## config.mk

```make
export PLATFORM = sky130hd
export DESIGN_NAME = vec_mem_arbiter
export DESIGN_NICKNAME = d
export VERILOG_FILES = /design/src/rtl/vec_mem_arbiter.sv
export SDC_FILE = /design/constraint.sdc
export NUM_CORES = 1
export LEC_CHECK = 0
export ABC_AREA = 1
export CORE_ASPECT_RATIO = 0.9
export CORE_UTILIZATION = 41
export CTS_BUF_LIST = sky130_fd_sc_hd__clkbuf_8 sky130_fd_sc_hd__clkbuf_16
export DETAILED_ROUTE_END_ITERATION = 16
export GPL_TIMING_DRIVEN = 0
export PLACE_DENSITY = 0.81
export SETUP_SLACK_MARGIN = 0.02
export SYNTH_ARGS = -nofsm -noshare
export SYNTH_HDL_FRONTEND = slang
export SYNTH_SLANG_ARGS = --single-unit
```

## constraint.sdc

```tcl
create_clock -name clk -period 2.4 [get_ports clk]
set_input_delay 0.36 -clock clk [delete_from_list [all_inputs] [get_ports clk]]
set_output_delay 0.36 -clock clk [all_outputs]
set_load 0.02 [all_outputs]
```

## src/rtl/vec_mem_arbiter.sv

```systemverilog
// vec_mem_arbiter: 2:1 arbiter that merges the picorv32 CPU memory port and the
// picorv32_pcpi_vec coprocessor memory port onto one shared memory port.
// Each transaction is granted whole, every output is registered, and a hung
// shared-port access is completed by a timeout.
module vec_mem_arbiter #(
  parameter int unsigned ROUND_ROBIN  = 1,
  parameter int unsigned VEC_PRIORITY = 1,
  parameter int unsigned TIMEOUT      = 256
) (
  input  logic        clk,
  input  logic        resetn,
  // CPU master
  input  logic        mem_valid,
  output logic        mem_ready,
  input  logic [31:0] mem_addr,
  input  logic [31:0] mem_wdata,
  input  logic [3:0]  mem_wstrb,
  output logic [31:0] mem_rdata,
  // Vector coprocessor master
  input  logic        vec_mem_valid,
  output logic        vec_mem_ready,
  input  logic [31:0] vec_mem_addr,
  input  logic [31:0] vec_mem_wdata,
  input  logic [3:0]  vec_mem_wstrb,
  output logic [31:0] vec_mem_rdata,
  // Shared memory port
  output logic        ram_mem_valid,
  input  logic        ram_mem_ready,
  output logic [31:0] ram_mem_addr,
  output logic [31:0] ram_mem_wdata,
  output logic [3:0]  ram_mem_wstrb,
  input  logic [31:0] ram_mem_rdata,
  // Sticky timeout flag
  output logic        err_timeout
);

  localparam int unsigned CntW = (TIMEOUT == 0) ? 1 : $clog2(TIMEOUT + 1);
  // Counter value on the last cycle an access may wait before being timed out.
  localparam logic [CntW-1:0] CntLast = (TIMEOUT == 0) ? '0 : CntW'(TIMEOUT - 1);

  typedef enum logic [1:0] {StIdle, StGrant, StResp} state_e;
  typedef enum logic {OwnCpu, OwnVec} owner_e;

  state_e          state_q, state_d;
  owner_e          owner_q, owner_d;
  owner_e          last_q, last_d;
  owner_e          pick;
  logic [CntW-1:0] cnt_q, cnt_d;
  logic            ram_valid_q, ram_valid_d;
  logic [31:0]     ram_addr_q, ram_addr_d;
  logic [31:0]     ram_wdata_q, ram_wdata_d;
  logic [3:0]      ram_wstrb_q, ram_wstrb_d;
  logic            cpu_ready_q, cpu_ready_d;
  logic [31:0]     cpu_rdata_q, cpu_rdata_d;
  logic            vec_ready_q, vec_ready_d;
  logic [31:0]     vec_rdata_q, vec_rdata_d;
  logic            err_q, err_d;

  // Choose which master would be granted if the arbiter were idle this cycle.
  always_comb begin
    pick = OwnCpu;
    if (mem_valid && vec_mem_valid) begin
      if (ROUND_ROBIN != 0) begin
        pick = (last_q == OwnVec) ? OwnCpu : OwnVec;
      end else begin
        pick = (VEC_PRIORITY != 0) ? OwnVec : OwnCpu;
      end
    end else if (vec_mem_valid) begin
      pick = OwnVec;
    end
  end

  // Next-state logic for the transaction FSM and all registered outputs.
  always_comb begin
    state_d     = state_q;
    owner_d     = owner_q;
    last_d      = last_q;
    cnt_d       = cnt_q;
    ram_valid_d = ram_valid_q;
    ram_addr_d  = ram_addr_q;
    ram_wdata_d = ram_wdata_q;
    ram_wstrb_d = ram_wstrb_q;
    cpu_ready_d = cpu_ready_q;
    cpu_rdata_d = cpu_rdata_q;
    vec_ready_d = vec_ready_q;
    vec_rdata_d = vec_rdata_q;
    err_d       = err_q;

    case (state_q)
      StIdle: begin
        if (mem_valid || vec_mem_valid) begin
          owner_d     = pick;
          last_d      = pick;
          cnt_d       = '0;
          ram_valid_d = 1'b1;
          if (pick == OwnVec) begin
            ram_addr_d  = vec_mem_addr;
            ram_wdata_d = vec_mem_wdata;
            ram_wstrb_d = vec_mem_wstrb;
          end else begin
            ram_addr_d  = mem_addr;
            ram_wdata_d = mem_wdata;
            ram_wstrb_d = mem_wstrb;
          end
          state_d = StGrant;
        end
      end

      StGrant: begin
        if (ram_mem_ready) begin
          // Writes forward whatever the memory drives as well.
          ram_valid_d = 1'b0;
          if (owner_q == OwnVec) begin
            vec_ready_d = 1'b1;
            vec_rdata_d = ram_mem_rdata;
          end else begin
            cpu_ready_d = 1'b1;
            cpu_rdata_d = ram_mem_rdata;
          end
          state_d = StResp;
        end else if ((TIMEOUT != 0) && (cnt_q == CntLast)) begin
          ram_valid_d = 1'b0;
          err_d       = 1'b1;
          if (owner_q == OwnVec) begin
            vec_ready_d = 1'b1;
            vec_rdata_d = '0;
          end else begin
            cpu_ready_d = 1'b1;
            cpu_rdata_d = '0;
          end
          state_d = StResp;
        end else begin
          cnt_d = cnt_q + 1'b1;
        end
      end

      StResp: begin
        cpu_ready_d = 1'b0;
        vec_ready_d = 1'b0;
        state_d     = StIdle;
      end

      default: begin
        state_d = StIdle;
      end
    endcase
  end

  // State and output registers; reset aborts any transaction in flight.
  always_ff @(posedge clk or negedge resetn) begin
    if (!resetn) begin
      state_q     <= StIdle;
      owner_q     <= OwnCpu;
      last_q      <= OwnVec;
      cnt_q       <= '0;
      ram_valid_q <= 1'b0;
      ram_addr_q  <= '0;
      ram_wdata_q <= '0;
      ram_wstrb_q <= '0;
      cpu_ready_q <= 1'b0;
      cpu_rdata_q <= '0;
      vec_ready_q <= 1'b0;
      vec_rdata_q <= '0;
      err_q       <= 1'b0;
    end else begin
      state_q     <= state_d;
      owner_q     <= owner_d;
      last_q      <= last_d;
      cnt_q       <= cnt_d;
      ram_valid_q <= ram_valid_d;
      ram_addr_q  <= ram_addr_d;
      ram_wdata_q <= ram_wdata_d;
      ram_wstrb_q <= ram_wstrb_d;
      cpu_ready_q <= cpu_ready_d;
      cpu_rdata_q <= cpu_rdata_d;
      vec_ready_q <= vec_ready_d;
      vec_rdata_q <= vec_rdata_d;
      err_q       <= err_d;
    end
  end

  assign mem_ready     = cpu_ready_q;
  assign mem_rdata     = cpu_rdata_q;
  assign vec_mem_ready = vec_ready_q;
  assign vec_mem_rdata = vec_rdata_q;
  assign ram_mem_valid = ram_valid_q;
  assign ram_mem_addr  = ram_addr_q;
  assign ram_mem_wdata = ram_wdata_q;
  assign ram_mem_wstrb = ram_wstrb_q;
  assign err_timeout   = err_q;

endmodule

```

==> flow_metrics.py <==
metrics = {
    "placement": {
        "place_area_um2": 9730,
        "place_ws_ps": 225,
        "io_buffers": 307,
        "place.gp.congestion": 0.911,
        "hpwl_um": 16100,
    },
    "global_routing": {
        "grt_usage_pct": 27.7,
        "grt_max_degree": 79,
        "grt_overflow": 0,
        "grt_pass1_vias": 6311,
        "antenna_found_initial": 1,
        "grt_pass1_wl_um": 33800,
    },
    "layout": {
        "finish.utilization_pct": 69.6,
        "nNetsFinal": 1235,
        "area_delta_synth_final_pct": 62.8,
        "drive_gt1_share_pct": 7.48,
        "postLayoutCellArea_um2": 10400,
    },
    "drt": {
        "drc": 0,
        "wl_per_cell_um": 17.1,
        "antenna_left": 0,
        "drtPass1Iterations": 5,
        "vias": 6449,
        "via_per_inst": 5.09,
        "routed_wl_um": 21600,
        "drtIter0Drc": 345,
    },
    "die": {
        "io_pins": 309,
        "core_um2": 14900,
        "die_area_um2": 16100,
        "die_w_um": 133,
        "initial_core_util_pct": 42.7,
        "die_h_um": 120,
        "row_count": 42,
    },
    "timing": {
        "worst_slack_ps": 239,
        "period_minus_slack_ps": 2160,
        "finalCritPeriodShare_pct": 90.0,
        "rsz0062_at_grt": "false",
        "setup-violations-final": 0,
        "fin_skew_ps": 8.57,
        "tightest_slew_ps": 689,
        "fmax_mhz": 463,
        "maxSlewHeadroom_pct": 54.1,
        "finalHoldViolations": 0,
        "report.final.slew_viol_count": 0,
    },
    "logic_synthesis": {
        "netlist_area_um2": 6380,
        "synth_top_area_share_pct": 58.1,
        "synth_cell_types": 25,
        "yosysWarningCount": 0,
        "ys_ff_latch": 149,
        "ys_top_cells_by_area": "dfrtp_1 (58%), nand2_1 (12%), o21ai_0 (10%), o21ai_1 (6.0%), nor2_1 (4.5%)",
        "synthTopCellsByCount": "nand2_1 (198), dfrtp_1 (148), o21ai_0 (129)",
        "syn_nets": 907,
        "synthCells": 729,
        "synth_edf_count": 0,
        "synthArstFlopShare_pct": 100,
        "yosysSeqAreaShare_pct": 58.5,
        "synth.avg_cell_area_um2": 8.75,
        "yosysTopAreaCell": "dfrtp_1",
        "synth_flop_cell": "dfrtp_1",
        "synth.most_common_cell": "nand2_1",
    },
    "power": {
        "clockPowerShare_pct": 20.7,
        "pwr-share-seq_pct": 31.5,
        "vdd_drop_max_v": 0.000902,
        "netSwitchingPower_uw": 5560,
        "leakage_uw": 0.00452,
        "power_density_nw_per_um2": 1360,
        "combPwrFrac_pct": 47.8,
        "swShare_pct": 39.4,
        "intPower_uw": 8570,
    },
    "cts": {
        "cts-root-buf": "clkbuf_16",
        "cts_tree": "done",
        "cts_buffers": 17,
        "postCtsSetupBuffers": 0,
        "insertion_delay_ps": 430,
        "htreeDepth": 4,
        "ctsLongestPathBuffers": 2,
        "cts.sinks": 149,
        "path_clk_slew_ps": 60,
    },
    "setup_path": {
        "reg2reg_from": "cnt_q[0]$_DFFE_PN0P_",
        "crit_path_end_kind": "flip-flop",
        "crit_required_ps": 2730,
        "cpPeakStageDelay_ps": 420,
        "critPathMaxFanout": 10,
        "slowest_stage": "dfrtp_1",
        "crit_path_start_kind": "flip-flop",
        "cp.arrival_ps": 2490,
        "cp_common_cell": "nand2_1",
        "critPathKind": "flip-flop to flip-flop",
        "startpoint": "cnt_q[0]$_DFFE_PN0P_",
        "path_cells": "ha_1 -> nand2_1 -> nor2_1 -> nand2_1 -> nor2_1 -> ha_1 -> o21ai_2 -> inv_2 -> nand2_1 -> buf_4 -> buf_4 -> o21ai_0",
    },
    "outcome": {
        "status": "finished, final reports clean",
    },
    "run": {
        "cap_viol_max_count": 0,
    },
    "worst_hold_path": {
        "hp-class": "primary input to flip-flop",
        "hp-start": "ram_mem_ready",
    },
}
==> cell families after synthesis <==
| logic type | count (synthesis) | share of synthesized area, % |
|---|---|---|
| DFF | 149 | 58.5 |
| and+or+nand+nor | 292 | 17.7 |
| adders and majority gates | 5 | 0.981 |
| buffers and inverters | 64 | 5.24 |
| AOI/OAI and AO/OA | 219 | 17.6 |
==> what timing repair did <==
action,4_1_cts,5_1_grt
gates resized for setup,0,2
hold buffers,1,0
endpoints found under the hold margin,66,0
setup endpoints to repair,0,4
==> per-stage QoR <==
stage | hold WS (ps) | power [uW] | std cells | setup TNS, ps
global route | 301 | 14900 | 1268 | 0
floorplan | 64.4 | 7720 | 729 | 0
finish | 289 | 14100 | 1268 | 0
CTS | 272 | 14200 | 1267 | 0
global placement | 464 | 11000 | 1234 | -759500
detailed placement | 423 | 11200 | 1235 | 0
==> routing by layer <==
metal | GRT usage [%] | vias up | share of wire [%]
met5 | 0 | - | 0
met4 | 9.30 | 0 | 2.4
met3 | 9.64 | 38 | 9.9
met2 | 48.1 | 298 | 50
met1 | 31.9 | 3045 | 38
li1 | - | 3068 | -
==> worst max-delay path, delay by kind of cell, from the launching register on <==
kind / cells / cell delay, ps
and+or+nand+nor: 5 / 490
adders and majority gates: 2 / 450
DFF: 1 / 420
buffers and inverters: 3 / 400
AOI/OAI and AO/OA: 2 / 280
==> layout make-up <==
| type | instances | area, um^2 |
|---|---|---|
| Timing Repair Buffer | 309 | 3110 |
| Multi-Input combinational cell | 516 | 2310 |
| Antenna cell | 1 | 2.50 |
| Clock inverter | 12 | 191 |
| Clock buffer | 19 | 453 |
| Sequential cell | 149 | 3730 |
| Inverter | 18 | 67.6 |
| Fill cell | 1174 | 4540 |
| Buffer | 46 | 268 |
| Tap cell | 198 | 248 |
==> worst paths after layout <==
path                       cells past startpoint  slack [ps]                             to
max                                           12         240  vec_mem_rdata[15]$_DFFE_PN0P_
min                                            3         290   vec_mem_rdata[1]$_DFFE_PN0P_
max reg2reg                                   12         240  vec_mem_rdata[15]$_DFFE_PN0P_
min reg2reg                                    2         480             last_q$_DFFE_PN1P_
max in group asynchronous                      3        1040  ram_mem_wdata[13]$_DFFE_PN0P_
min in group asynchronous                      2         520      mem_rdata[24]$_DFFE_PN0P_
==> layout by cell type (no fill, tap or decap), types with 2 or more instances in the layout <==
| master | n |
|---|---|
| clkbuf_16 | 17 |
| clkbuf_1 | 11 |
| inv_6 | 4 |
| nand2_2 | 3 |
| o22ai_1 | 2 |
| clkdlybuf4s50_1 | 306 |
| ha_1 | 5 |
| dfrtp_1 | 148 |
| nand4_1 | 4 |
| clkinv_4 | 2 |
| o21ai_0 | 129 |
| bufinv_16 | 4 |
| o21bai_1 | 3 |
| inv_2 | 4 |
| buf_6 | 6 |
| inv_1 | 14 |
| clkbuf_2 | 4 |
| nor2_1 | 77 |
| o21ai_1 | 77 |
| buf_4 | 8 |
| buf_2 | 18 |
| nand2_1 | 198 |
| nand3_1 | 8 |
| clkbuf_8 | 2 |
| a21oi_1 | 5 |
==> power by group through the flow <==
stage | Sequential [uW] | Clock, uW | Combinational, uW
floorplan | 5770 | 0 | 1940
global placement | 4410 | 0 | 6640
detailed placement | 4430 | 0 | 6760
CTS | 4430 | 2950 | 6790
global route | 4570 | 3080 | 7260
finish | 4440 | 2930 | 6750
==> flip-flops by register name (all words and copies together) (netlist names), 2 cells and up <==
register / cells
cnt_q: 9
mem_rdata: 32
ram_mem_addr: 32
ram_mem_wdata: 32
ram_mem_wstrb: 4
state_q: 2
vec_mem_rdata: 32
(Power assumes the default switching activity.)
